File: config.mk
export PLATFORM = sky130hd
export DESIGN_NAME = rr_decode_arbiter
export DESIGN_NICKNAME = d
export VERILOG_FILES = /design/src/rtl/rr_decode_arbiter.sv
export SDC_FILE = /design/constraint.sdc
export NUM_CORES = 1
export LEC_CHECK = 0
export ABC_AREA = 0
export CORE_ASPECT_RATIO = 1.4
export CORE_UTILIZATION = 40
export DETAILED_ROUTE_END_ITERATION = 10
export SLEW_MARGIN = 20
export SYNTH_ARGS = -nofsm -noshare
export SYNTH_HDL_FRONTEND = slang
export SYNTH_SLANG_ARGS = --single-unit
File: constraint.sdc
create_clock -name clk -period 4.4 [get_ports clk]
set_input_delay 0.88 -clock clk [delete_from_list [all_inputs] [get_ports clk]]
set_output_delay 0.88 -clock clk [all_outputs]
set_load 0.03 [all_outputs]
File: src/rtl/rr_decode_arbiter.sv
// Round-robin owner selection for one 3-to-8 decoded resource shared by 8 requesters.
// Registered select/enable feed the decoder; grants are bounded in length and separated by one dead cycle.
module rr_decode_arbiter #(
    parameter int MAX_HOLD = 16,
    parameter int HCNT_W   = 4
) (
    input  logic              clk,
    input  logic              rst_n,
    input  logic [7:0]        req,
    input  logic              done,
    output logic [2:0]        gnt_idx,
    output logic              gnt_en,
    output logic [7:0]        gnt,
    output logic              busy,
    output logic              timeout
);

    localparam logic [1:0] ST_IDLE  = 2'd0;
    localparam logic [1:0] ST_GRANT = 2'd1;
    localparam logic [1:0] ST_GAP   = 2'd2;

    localparam logic [HCNT_W-1:0] HOLD_LAST = HCNT_W'(MAX_HOLD - 1);

    logic [1:0]        state_q,    state_d;
    logic [2:0]        ptr_q,      ptr_d;
    logic [2:0]        gnt_idx_q,  gnt_idx_d;
    logic              gnt_en_q,   gnt_en_d;
    logic              busy_q,     busy_d;
    logic              timeout_q,  timeout_d;
    logic [HCNT_W-1:0] hold_cnt_q, hold_cnt_d;

    logic              owner_gone;
    logic              hold_expired;
    logic              any_req;
    logic [2:0]        arb_winner;

    // First asserted request at or after the fairness pointer, wrapping mod 8.
    function automatic logic [2:0] rr_pick(input logic [7:0] r, input logic [2:0] p);
        logic [2:0] idx;
        logic       found;
        rr_pick = p;
        found   = 1'b0;
        for (int k = 0; k < 8; k++) begin
            idx = p + 3'(k);
            if (!found && r[idx]) begin
                rr_pick = idx;
                found   = 1'b1;
            end
        end
    endfunction

    always_comb begin
        any_req      = |req;
        arb_winner   = rr_pick(req, ptr_q);
        owner_gone   = done | ~req[gnt_idx_q];
        hold_expired = (hold_cnt_q == HOLD_LAST);

        state_d    = state_q;
        ptr_d      = ptr_q;
        gnt_idx_d  = gnt_idx_q;
        gnt_en_d   = gnt_en_q;
        timeout_d  = 1'b0;
        hold_cnt_d = hold_cnt_q;

        case (state_q)
            ST_IDLE: begin
                if (any_req) begin
                    state_d    = ST_GRANT;
                    gnt_idx_d  = arb_winner;
                    gnt_en_d   = 1'b1;
                    hold_cnt_d = '0;
                end
            end
            ST_GRANT: begin
                // An owner leaving voluntarily masks a coincident hold expiry.
                if (owner_gone || hold_expired) begin
                    state_d    = ST_GAP;
                    gnt_en_d   = 1'b0;
                    ptr_d      = gnt_idx_q + 3'd1;
                    timeout_d  = ~owner_gone;
                    hold_cnt_d = '0;
                end else begin
                    hold_cnt_d = hold_cnt_q + 1'b1;
                end
            end
            ST_GAP: begin
                if (any_req) begin
                    state_d    = ST_GRANT;
                    gnt_idx_d  = arb_winner;
                    gnt_en_d   = 1'b1;
                    hold_cnt_d = '0;
                end else begin
                    state_d    = ST_IDLE;
                end
            end
            default: begin
                state_d    = ST_IDLE;
                gnt_en_d   = 1'b0;
                hold_cnt_d = '0;
            end
        endcase

        busy_d = (state_d != ST_IDLE);
    end

    always_ff @(posedge clk or negedge rst_n) begin
        if (!rst_n) begin
            state_q    <= ST_IDLE;
            ptr_q      <= 3'd0;
            gnt_idx_q  <= 3'd0;
            gnt_en_q   <= 1'b0;
            busy_q     <= 1'b0;
            timeout_q  <= 1'b0;
            hold_cnt_q <= '0;
        end else begin
            state_q    <= state_d;
            ptr_q      <= ptr_d;
            gnt_idx_q  <= gnt_idx_d;
            gnt_en_q   <= gnt_en_d;
            busy_q     <= busy_d;
            timeout_q  <= timeout_d;
            hold_cnt_q <= hold_cnt_d;
        end
    end

    assign gnt_idx = gnt_idx_q;
    assign gnt_en  = gnt_en_q;
    assign busy    = busy_q;
    assign timeout = timeout_q;
    // Decoder output: zero whenever the enable is low, regardless of the held index.
    assign gnt     = gnt_en_q ? (8'd1 << gnt_idx_q) : 8'd0;

endmodule
==> results of run 1 <==
cell usage after synthesis, drive strengths merged (3+ instances only):
cell type  count  area, µm²
nand2         21       78.8
dfrtp         15        375
a21oi         12       60.1
inv           12       45.0
mux4          12        274
mux2i         11        118
nor2          11       41.3
o21ai         10       50.1
ha             9        113
nand2b         8       50.1
buf            6       41.3
and2           5       31.3
mux2           4       45.0
a21o           3       22.5
and3           3       18.8
nand3          3       15.0
nor2b          3       18.8
nor4           3       18.8
o22ai          3       18.8
state kept, by name, summed over array words and instances (netlist names):
signal	cells
timeout	1
gnt_en	1
ptr_q	3
gnt_idx	3
hold_cnt_q	4
state_q	2
busy	1
final timing paths:
kind | from | endpoint | cells past startpoint
max reg2reg | ptr_q[0]$_DFFE_PN0P_ | gnt_idx[1]$_DFFE_PN0P_ | 9
max in group asynchronous | rst_n | hold_cnt_q[1]$_DFFE_PN0P_ | 1
min reg2reg | state_q[1]$_DFF_PN0_ | busy$_DFF_PN0_ | 1
min | state_q[1]$_DFF_PN0_ | busy$_DFF_PN0_ | 1
max | ptr_q[0]$_DFFE_PN0P_ | gnt_idx[1]$_DFFE_PN0P_ | 9
min in group asynchronous | rst_n | gnt_en$_DFFE_PN0P_ | 1
area by class of cell:
type	instances	area [µm²]	area share (%)
multi-input cells	148	1220	61.4
flip-flops and latches	15	375	18.9
repair buffers	25	248	12.5
well taps	43	53.8	2.71
inverters	12	45.0	2.27
clock buffers	3	41.3	2.08
clock inverters	1	5.00	0.252
metal layers:
layer | wire [µm] | vias to the layer above | global-route usage (%)
met5 | 0 | - | 0
met4 | 72 | 0 | 7.32
met3 | 123 | 8 | 1.79
met2 | 2530 | 39 | 41.0
met1 | 1680 | 725 | 25.8
li1 | - | 719 | -
kinds of logic (layout without fill, tap and decap cells):
kind of cell | count (synthesis) | count (layout) | share of synthesized area (%)
AND/OR/NAND/NOR | 64 | 64 | 19.2
AO/OA/AOI/OAI | 44 | 44 | 18.5
multiplexers | 27 | 27 | 25.9
buffers and inverters | 19 | 41 | 5.34
flip-flops | 15 | 15 | 22.3
adder cells (fa/ha/maj) | 9 | 9 | 6.68
XOR/XNOR | 4 | 4 | 2.08
per-stage QoR:
step / cell area (µm²) / util [%] / worst slack [ns] / cells / hold WS [ns]
global route: 1990 / 49.9 / 0.521 / 247 / 0.495
floorplan: 1690 / - / 1.45 / 182 / 0.428
finish: 1990 / 49.9 / 0.802 / 247 / 0.475
detailed placement: 1940 / 48.7 / 0.833 / 243 / 0.467
CTS: 1990 / 49.9 / 0.787 / 247 / 0.474
global placement: 1940 / 48.7 / 0.902 / 243 / 0.456
worst max-delay path: cells and delay by family (launching register included):
family	cells	cell delay, ns
AOI/OAI and AO/OA	4	0.75
DFF	1	0.73
adders and majority gates	1	0.71
buffers and inverters	1	0.21
muxes	3	1.13
==> results.json, run 1 <==
{
  "skew_ns": 0.00186,
  "ant_nets": 0,
  "synth-seq-cells": 15,
  "layout.nets": 225,
  "syn_inst": 182,
  "grt_max_degree": 16,
  "wl_per_cell_um": 17.8,
  "worst_pin_slew_ns": 0.682,
  "portBuffers": 24,
  "cts_tree": "yes",
  "async_flop_share_pct": 100,
  "ys_seq_area_share_pct": 22.3,
  "clkLatencyLatePin_ns": 0.25,
  "setup_tns_ns": 0,
  "r2r_setup_slack_ns": 0.80,
  "drv_cap": 0,
  "post-dp-hpwl_um": 3540,
  "slew_headroom_pct": 54.4,
  "die_y_um": 78.8,
  "cts.sinks": 15,
  "synth-warning-count": 0,
  "arrival_ns": 3.77,
  "cp-end-kind": "flip-flop",
  "routabilityCongestion": 0.985,
  "viasPerCell": 6.04,
  "synth_area_um2": 1690,
  "holdBufCountCts": 0,
  "layout_commonest_cell": "clkdlybuf4s50_1",
  "die_w_um": 56.9,
  "final_cell_mix": "24 x clkdlybuf4s50_1, 21 x nand2_1, 15 x dfrtp_1",
  "synth_edf_count": 0,
  "dr.first_iter.drc_count": 80,
  "crit_required_ns": 4.58,
  "slowest_stage": "dfrtp_1",
  "path_cells": "inv_1 > ha_1 > mux2i_1 > mux4_2 > a32oi_4 > mux2_1 > o22ai_1 > a22oi_1 > o21ai_1",
  "antenna_found_initial": 0,
  "fmax_ghz": 0.278,
  "hp-class": "reg -> reg",
  "finalHoldViolCount": 0,
  "start_kind": "flip-flop",
  "rows": 27,
  "groute.usage.overall_pct": 21.8,
  "cpPeakStageDelay_ns": 0.73,
  "core_area_um2": 3990,
  "cts_htree_levels": 1,
  "grt_pass1_vias": 1510,
  "clkTransAtPathRegs_ns": 0.06,
  "cts_buffer_depth": 2,
  "root_buffer": "clkbuf_8",
  "syn2layout_area_growth_pct": 18.0,
  "syn_nets": 202,
  "antennaDiodeCount": 0,
  "drt_wl_total_um": 4400,
  "drive_above_1_share_pct": 12.7,
  "critical_path_class": "reg -> reg",
  "critPathMaxFanout": 15,
  "drc_errors": 0,
  "finalSetupViolations": 0,
  "cts_setup_buffers": 0,
  "synth_cell_types": 47,
  "status": "completed",
  "period_minus_slack_ns": 3.60,
  "n_fill_cell": 401,
  "overflow": 0,
  "drv_slew": 0,
  "grt_pass1_wl_um": 7570,
  "cts_resized": 0,
  "cts_buffers": 3,
  "io_pins": 25,
  "start_util_pct": 42.3,
  "rsz0062_at_grt": "false",
  "synthFlopType": "dfrtp_1",
  "die_area_um2": 4480,
  "first_pass_iters": 4,
  "period_share_pct": 81.8,
  "dr_total_vias": 1491,
  "avgSynthCellArea_um2": 9.26
}
Power of run 1 is not shown: default switching activity piles up to over one toggle a cycle in this logic, so the estimate is an artifact.
==> run 2, diff against run 1 <==
clock period = 3.23 ns   (was 4.4 ns; I/O delays follow)
==> results.json, run 2 (synthesis results as in run 1) <==
{
  "status": "completed",
  "holdBufCountCts": 0,
  "skew_ns": 0.00350,
  "layout_commonest_cell": "clkdlybuf4s50_1",
  "hp-class": "reg -> reg",
  "cts_htree_levels": 1,
  "cp-end-kind": "flip-flop",
  "hold_depth": 1,
  "hold_ws_ns": 0.465,
  "drt_wl_total_um": 4320,
  "dr_total_vias": 1541,
  "die_area_um2": 4480,
  "drv_slew": 0,
  "clkLatencyLatePin_ns": 0.25,
  "antenna_found_initial": 0,
  "setup_tns_ns": 0,
  "die_y_um": 78.8,
  "core_area_um2": 3990,
  "post-route-util_pct": 51.0,
  "overflow": 0,
  "grt_max_degree": 16,
  "root_buffer": "clkbuf_8",
  "rows": 27,
  "grt_pass1_wl_um": 7310,
  "reg2reg_from": "ptr_q[1]$_DFFE_PN0P_",
  "grt_pass1_vias": 1528,
  "final_cell_mix": "24 x clkdlybuf4s50_1, 21 x nand2_1, 15 x dfrtp_1",
  "critPathMaxFanout": 8,
  "regMostFlops": "hold_cnt_q",
  "first_pass_iters": 5,
  "cpPeakStageDelay_ns": 0.55,
  "r2r_setup_slack_ns": 0.34,
  "io_pins": 25,
  "syn2layout_area_growth_pct": 20.6,
  "critical-path-top-delay-family": "multiplexers",
  "largest_register_ffs": 4,
  "dr.first_iter.drc_count": 37,
  "cts_setup_buffers": 0,
  "cts_resized": 0,
  "stdcell_area_um2": 2030,
  "arrival_ns": 3.06,
  "rr_worst_depth": 9,
  "path_cells": "inv_1 > ha_1 > mux2i_1 > mux4_2 > a32oi_4 > mux2_1 > o22ai_1 > a22oi_1 > o21ai_1",
  "slew_headroom_pct": 54.5,
  "groute.usage.overall_pct": 21.0,
  "period_minus_slack_ns": 2.89,
  "start_util_pct": 42.3,
  "finalSetupViolations": 0,
  "worst_pin_slew_ns": 0.680,
  "min-delay-start": "state_q[1]$_DFF_PN0_",
  "timing.rr.end": "gnt_idx[1]$_DFFE_PN0P_",
  "hold_end": "busy$_DFF_PN0_",
  "viasPerCell": 6.09,
  "cts.sinks": 15,
  "cts_buffer_depth": 2,
  "critical_path_class": "reg -> reg",
  "die_w_um": 56.9,
  "cts_tree": "yes",
  "drc_errors": 0,
  "cts_buffers": 3,
  "critPathBufInv": 1,
  "fmax_ghz": 0.346,
  "crit_required_ns": 3.41,
  "rsz0062_at_grt": "false",
  "postPlaceCellArea_um2": 1990,
  "period_share_pct": 89.4,
  "post-dp-hpwl_um": 3530,
  "drv_cap": 0,
  "wl_per_cell_um": 17.1,
  "slowest_stage": "mux4_2",
  "finalHoldViolCount": 0,
  "drive_above_1_share_pct": 14.8,
  "start_kind": "flip-flop",
  "clkTransAtPathRegs_ns": 0.06,
  "routabilityCongestion": 1.04,
  "portBuffers": 24,
  "layout.nets": 231,
  "ant_nets": 0,
  "antennaDiodeCount": 0
}
run 2: per-layer routing:
metal | track usage [%] | routed length [µm]
met3 | 2.44 | 77
met2 | 38.7 | 2390
met4 | 10.7 | 154
met1 | 23.3 | 1710
met5 | 0 | 0
run 2: metrics by stage:
step	setup slack, ns	std cells
after floorplan	0.280	182
after global routing	0.145	253
final	0.341	253
after global placement	0.203	249
after detailed placement	0.132	249
after CTS	0.333	253
run 2: layout make-up:
type | count | area, µm²
Tap cell | 43 | 53.8
Inverter | 12 | 45.0
Sequential cell | 15 | 375
Clock buffer | 4 | 45.0
Multi-Input combinational cell | 148 | 1220
Timing Repair Buffer | 31 | 293
Fill cell | 394 | 1950
run 2: worst max path at each step:
| stage | cells after the start | start | end | slack (ns) |
|---|---|---|---|---|
| 2_1_floorplan | 12 | ptr_q[0]$_DFFE_PN0P_ | gnt_idx[1]$_DFFE_PN0P_ | 0.28 |
| 3_3_place_gp | 8 | req[4] | gnt_idx[1]$_DFFE_PN0P_ | 0.20 |
| 3_5_place_dp | 8 | req[4] | gnt_idx[1]$_DFFE_PN0P_ | 0.13 |
| 4_1_cts | 9 | ptr_q[1]$_DFFE_PN0P_ | gnt_idx[1]$_DFFE_PN0P_ | 0.33 |
| 6_report | 9 | ptr_q[1]$_DFFE_PN0P_ | gnt_idx[1]$_DFFE_PN0P_ | 0.34 |
| 5_1_grt | 9 | ptr_q[1]$_DFFE_PN0P_ | gnt_idx[1]$_DFFE_PN0P_ | 0.15 |
Power of run 2 is left out for the same reason.
==> run 3, diff against run 2 <==
ABC_AREA = default   (was 0)
==> results of run 3 <==
Same layout as run 2: the final DEF is identical, and so are final timing and power.
Power of run 3 is left out for the same reason.
==> RTL edit 1: new RTL, config.mk and constraints of run 3 <==
Remove the register `timeout_q`: a continuous assignment takes its place, so the output `timeout` follows one clock earlier.
--- a/src/rtl/rr_decode_arbiter.sv
+++ b/src/rtl/rr_decode_arbiter.sv
@@ -111,5 +111,4 @@
             gnt_en_q   <= 1'b0;
             busy_q     <= 1'b0;
-            timeout_q  <= 1'b0;
             hold_cnt_q <= '0;
         end else begin
@@ -119,8 +118,9 @@
             gnt_en_q   <= gnt_en_d;
             busy_q     <= busy_d;
-            timeout_q  <= timeout_d;
             hold_cnt_q <= hold_cnt_d;
         end
     end
+
+    assign timeout_q = timeout_d;
 
     assign gnt_idx = gnt_idx_q;
Check against the original RTL: no difference found for any inputs over 10 cycles, from zero or initial values and one cycle with rst_n low; that may be too few to reach the edited logic, so the function may still have changed.
==> RTL edit 1 against run 3 <==
Synthesized area up 1.0%; sequential cell count shrank 1; non-clock buffer count fell by 3; wire length down 2.1%; global-route usage down 0.93 points; highest routed layer unchanged; count of clock-buffer cells in the layout stayed put; cell area is 1.0% lower; sequential share of layout area down 1.0 points; register-to-register slack got worse by 50 ps; synthesized cell count decreased by 7.7%; worst setup slack got worse by 150 ps.
==> RTL edit 1: results (changes against run 3) <==
- Top cells by count, synth: 14 x dfrtp_1, 13 x nand2_1, 13 x nor2_1
- CP startpoint: req[6]
- Post-synthesis sequential area ratio: 20.6% (-1.7 points)
- HPWL Detailed: 3210 um (-9.0%)
- Origin of the critical flop-to-flop path: ptr_q[0]
- First-pass GRT wire length: 6960 um (-4.8%)
- Worst Path Arrival: 2390 ps (-670 ps)
- Post-route cell area: 0.00201 sq mm (-1.0%)
- Vias per cell: 6.17 (+1.3%)
- DRT Pass-1 Iters: 4 (-1)
- Internal reg-to-reg setup slack: 290 ps (-50 ps)
- Total track usage: 20.0% (-0.93 points)
- Status: finished, final reports clean
- Top post-synthesis cells by area: dfrtp_1 21%, mux4_1 11%, mux4_2 11%
- Share of cells above drive strength 1: 16.5% (+1.7 points)
- Met3 Wirelength: 142 um (+84%)
- Routability Congestion: 0.914 (-12%)
- Min Hold Slack: 467 ps (+2.07 ps)
- M1 GR Usage: 24.6% (+1.2 points)
- Met2 wire len: 2280 um (-4.2%)
- Pre-CTS WS: 8.51 ps (-124 ps)
- Syn_nets: 188 (-6.9%)
- Post-layout nets: 215 (-6.9%)
- Area after detailed placement: 0.00196 sq mm (-1.6%)
- Library cells used by synthesis: 50 (+6.4%)
- Syn Area/Cell: 10.1 sq um (+9.5%)
- DRT iter0 DRCs: 53 (+43%)
- Post-Layout Cell Count: 237 (-6.3%)
- Vias in the first global route: 1392 (-8.9%)
- M1 WL: 1710 um (+0.35%)
- Reg-to-Reg End: gnt_idx[0]
## RTL edit 1: cell types whose count changed after synthesis, sizes merged, moves of 3 or more
cell | before | now
mux4 | 12 | 15
and2 | 5 | 8
nand2b | 8 | 4
a31oi | 2 | 5
inv | 12 | 7
nand2 | 21 | 13
a21oi | 12 | 8
o22ai | 3 | 0
## RTL edit 1: area by class of cell
cell class	instances	area, sq um	share of cell area, %
Inverter	7	26.3	1.31
Sequential cell	14	350	17.4
Timing Repair Buffer	28	268	13.3
Tap cell	43	53.8	2.68
Clock buffer	4	55.1	2.74
Multi-Input combinational cell	141	1260	62.5
## RTL edit 1: power groups by stage
stage	Clock, uW	Combinational (uW)	Sequential [uW]
2_1_floorplan	0	1450	395
3_3_place_gp	0	1830	370
3_5_place_dp	0	1850	371
4_1_cts	175	1870	368
5_1_grt	185	2040	383
6_report	170	1880	371
## RTL edit 1: worst max-delay path by stage
stage / cells past startpoint / slack [ps] / end
floorplan: 11 / 340 / gnt_idx[0]
global placement: 7 / 40 / gnt_idx[0]
detailed placement: 7 / 9 / gnt_idx[0]
CTS: 7 / 210 / timeout
global route: 8 / 50 / gnt_idx[0]
finish: 7 / 190 / timeout
## RTL edit 1: cells by family after synthesis
family                     count (synthesis)  synth area share (%)
adders and majority gates                  9                  6.61
buffers and inverters                     13                  5.58
xor gates and xnor gates                   4                  2.50
AOI/OAI and AO/OA                         35                  12.9
muxes                                     31                  31.7
DFF                                       14                  20.6
and+or+nand+nor                           62                  20.1
## RTL edit 1: critical path, cell delays in order
cell             delay [ps]
clkdlybuf4s50_1         650
mux4_2                  310
nand2_1                  50
a21oi_1                 170
nand3b_1                220
nor2_1                  160
buf_4                   170
==> RTL edit 2: new RTL, settings of run 3 <==
Without the edit above. Set the parameter `HCNT_W` to 3 (it was 4).
--- a/src/rtl/rr_decode_arbiter.sv
+++ b/src/rtl/rr_decode_arbiter.sv
@@ -3,5 +3,5 @@
 module rr_decode_arbiter #(
     parameter int MAX_HOLD = 16,
-    parameter int HCNT_W   = 4
+    parameter int HCNT_W   = 3
 ) (
     input  logic              clk,
Function: changed (Yosys sat finds a counterexample within 10 cycles, from zero or initial values and one cycle with rst_n low).
==> RTL edit 2 against run 3 <==
Sequential share of layout area is 1.6 points lower; non-clock buffer count is 6 higher; highest routed layer unchanged; worst setup slack worse by 100 ps; synthesized area decreased by 1.6%; wire length fell by 4.5%; sequential cell count is 1 lower; count of clock-buffer cells in the layout unchanged; via count down 6.4%; critical endpoint unchanged; cell area is 2.0% higher; global-route usage shrank 1.2 points.
==> RTL edit 2: results (changes against run 3) <==
- Clk slew on worst S/H paths: 60 ps (about the same)
- Compound-cell area share of the yosys netlist: 16.3% (-2.2 points)
- Library cells used by synthesis: 51 (+8.5%)
- Asr flop ratio synth: 100% (unchanged)
- Top cells by count, synth: 14 x dfrtp_1, 12 x nor2_1, 10 x ha_1
- DRT iter0 DRCs: 49 (+32%)
- HPWL Detailed: 3320 um (-6.0%)
- Synth Area in XOR/XNOR: 2.11% (+0.033 points)
- Post-Layout Cell Count: 240 (-5.1%)
- FILL cells: 361 (-8.4%)
- Htree depth: 1 (unchanged)
- Yosys Warn Count: 0 (unchanged)
- Final Hold Vio Count: 0 (unchanged)
- Met3 Wirelength: 163 um (+110%)
- Inserted Clock Buffers: 3 (unchanged)
- First-pass GRT wire length: 6870 um (-6.0%)
- Top post-synthesis cells by area: dfrtp_1 21%, mux4_2 12%, mux4_1 7.9%
- Vias in the first global route: 1509 (-1.2%)
- Clock skew: 2.66 ps (-0.833 ps)
- Share of cells above drive strength 1: 21.8% (+7.1 points)
- Area after detailed placement: 0.00200 sq mm (+0.57%)
- DRT Pass-1 Iters: 5 (unchanged)
- Vias: 1442 (-6.4%)
- Routability Congestion: 0.891 (-14%)
- Sw frac: 48.0%
- Dpl cells: 236 (-5.2%)
- Post-Synth Adder-Cell Area: 7.54% (+0.86 points)
- Total track usage: 19.8% (-1.2 points)
- Worst Path Arrival: 3140 ps (+80 ps)
- Skew-Pair Late Insertion Delay: 250 ps (about the same)
- Max layer used: met4
- CTS Root Cell: clkbuf_8
- Syn_nets: 184 (-8.9%)
- M1 WL: 1640 um (-4.0%)
- Pre-CTS WS: -14.3 ps (-147 ps)
- Post-synthesis sequential area ratio: 21.1% (-1.2 points)
- Gate Count Post-Synth: 163 (-10%)
- Met2 wire len: 2260 um (-5.5%)
- LEAKAGE: 0.000896 uW
- Rel. slew slack: 57.1% (+2.5 points)
- Post-layout nets: 219 (-5.2%)
- Post-synthesis mux area share: 29.3% (+3.4 points)
- Peak supply drop: 0.704 mV
- WL per Instance: 17.2 um (+0.64%)
- Status: finished, final reports clean
- Primary FF master, synth: dfrtp_1
- Crit-path max FO: 9 (+1)
## RTL edit 2: cell types whose count changed after synthesis, moves of 3 or more
cell	before	now
nand2_1	21	9
mux2i_1	9	3
a21oi_1	12	7
mux2_2	2	7
inv_1	12	8
mux4_1	1	5
and3_1	3	6
o21ai_0	6	9
o21ai_1	4	1
## RTL edit 2: timing repair
| item | 4_1_cts | 5_1_grt |
|---|---|---|
| setup endpoints to repair | 0 | 2 |
| hold buffers | 0 | 0 |
| resized for setup | 0 | 3 |
## RTL edit 2: power by group through the flow
stage          combinational (uW)  clock [uW]  sequential [uW]
6_report                     1980         171              352
2_1_floorplan                1420           0              362
3_5_place_dp                 1910           0              357
3_3_place_gp                 1870           0              353
4_1_cts                      1920         178              354
5_1_grt                      2130         185              366
## RTL edit 2: worst paths after layout
path | start | to | slack, ps | cells past startpoint
max | req[5] | gnt_idx[1] | 240 | 8
min | state_q[1] | busy | 450 | 1
max reg2reg | ptr_q[1] | gnt_idx[1] | 260 | 10
min reg2reg | state_q[1] | busy | 450 | 1
max in group asynchronous | rst_n | hold_cnt_q[1] | 2030 | 1
min in group asynchronous | rst_n | gnt_idx[1] | 790 | 1
## RTL edit 2: layout make-up
cell class                 instances  area, sq um  share of cell area [%]
multi-input combinational        134         1240                    60.1
inverter                           8         30.0                    1.45
clock buffer                       4         55.1                    2.66
sequential                        14          350                    16.9
timing repair buffer              37          338                    16.3
tap                               43         53.8                    2.60
## RTL edit 2: worst max-delay path, stage by stage
cell and delay, ps:
clkdlybuf4s50_1 530, mux2_2 320, mux4_2 510, o32ai_4 380, nand2_1 160, a211oi_1 250, a31oi_1 90, o31ai_2 240
## RTL edit 2: metal layers
layer	vias to the layer above	GRT usage [%]
li1	697	-
met3	6	2.47
met4	0	8.05
met1	707	22.4
met5	-	0
met2	32	36.6
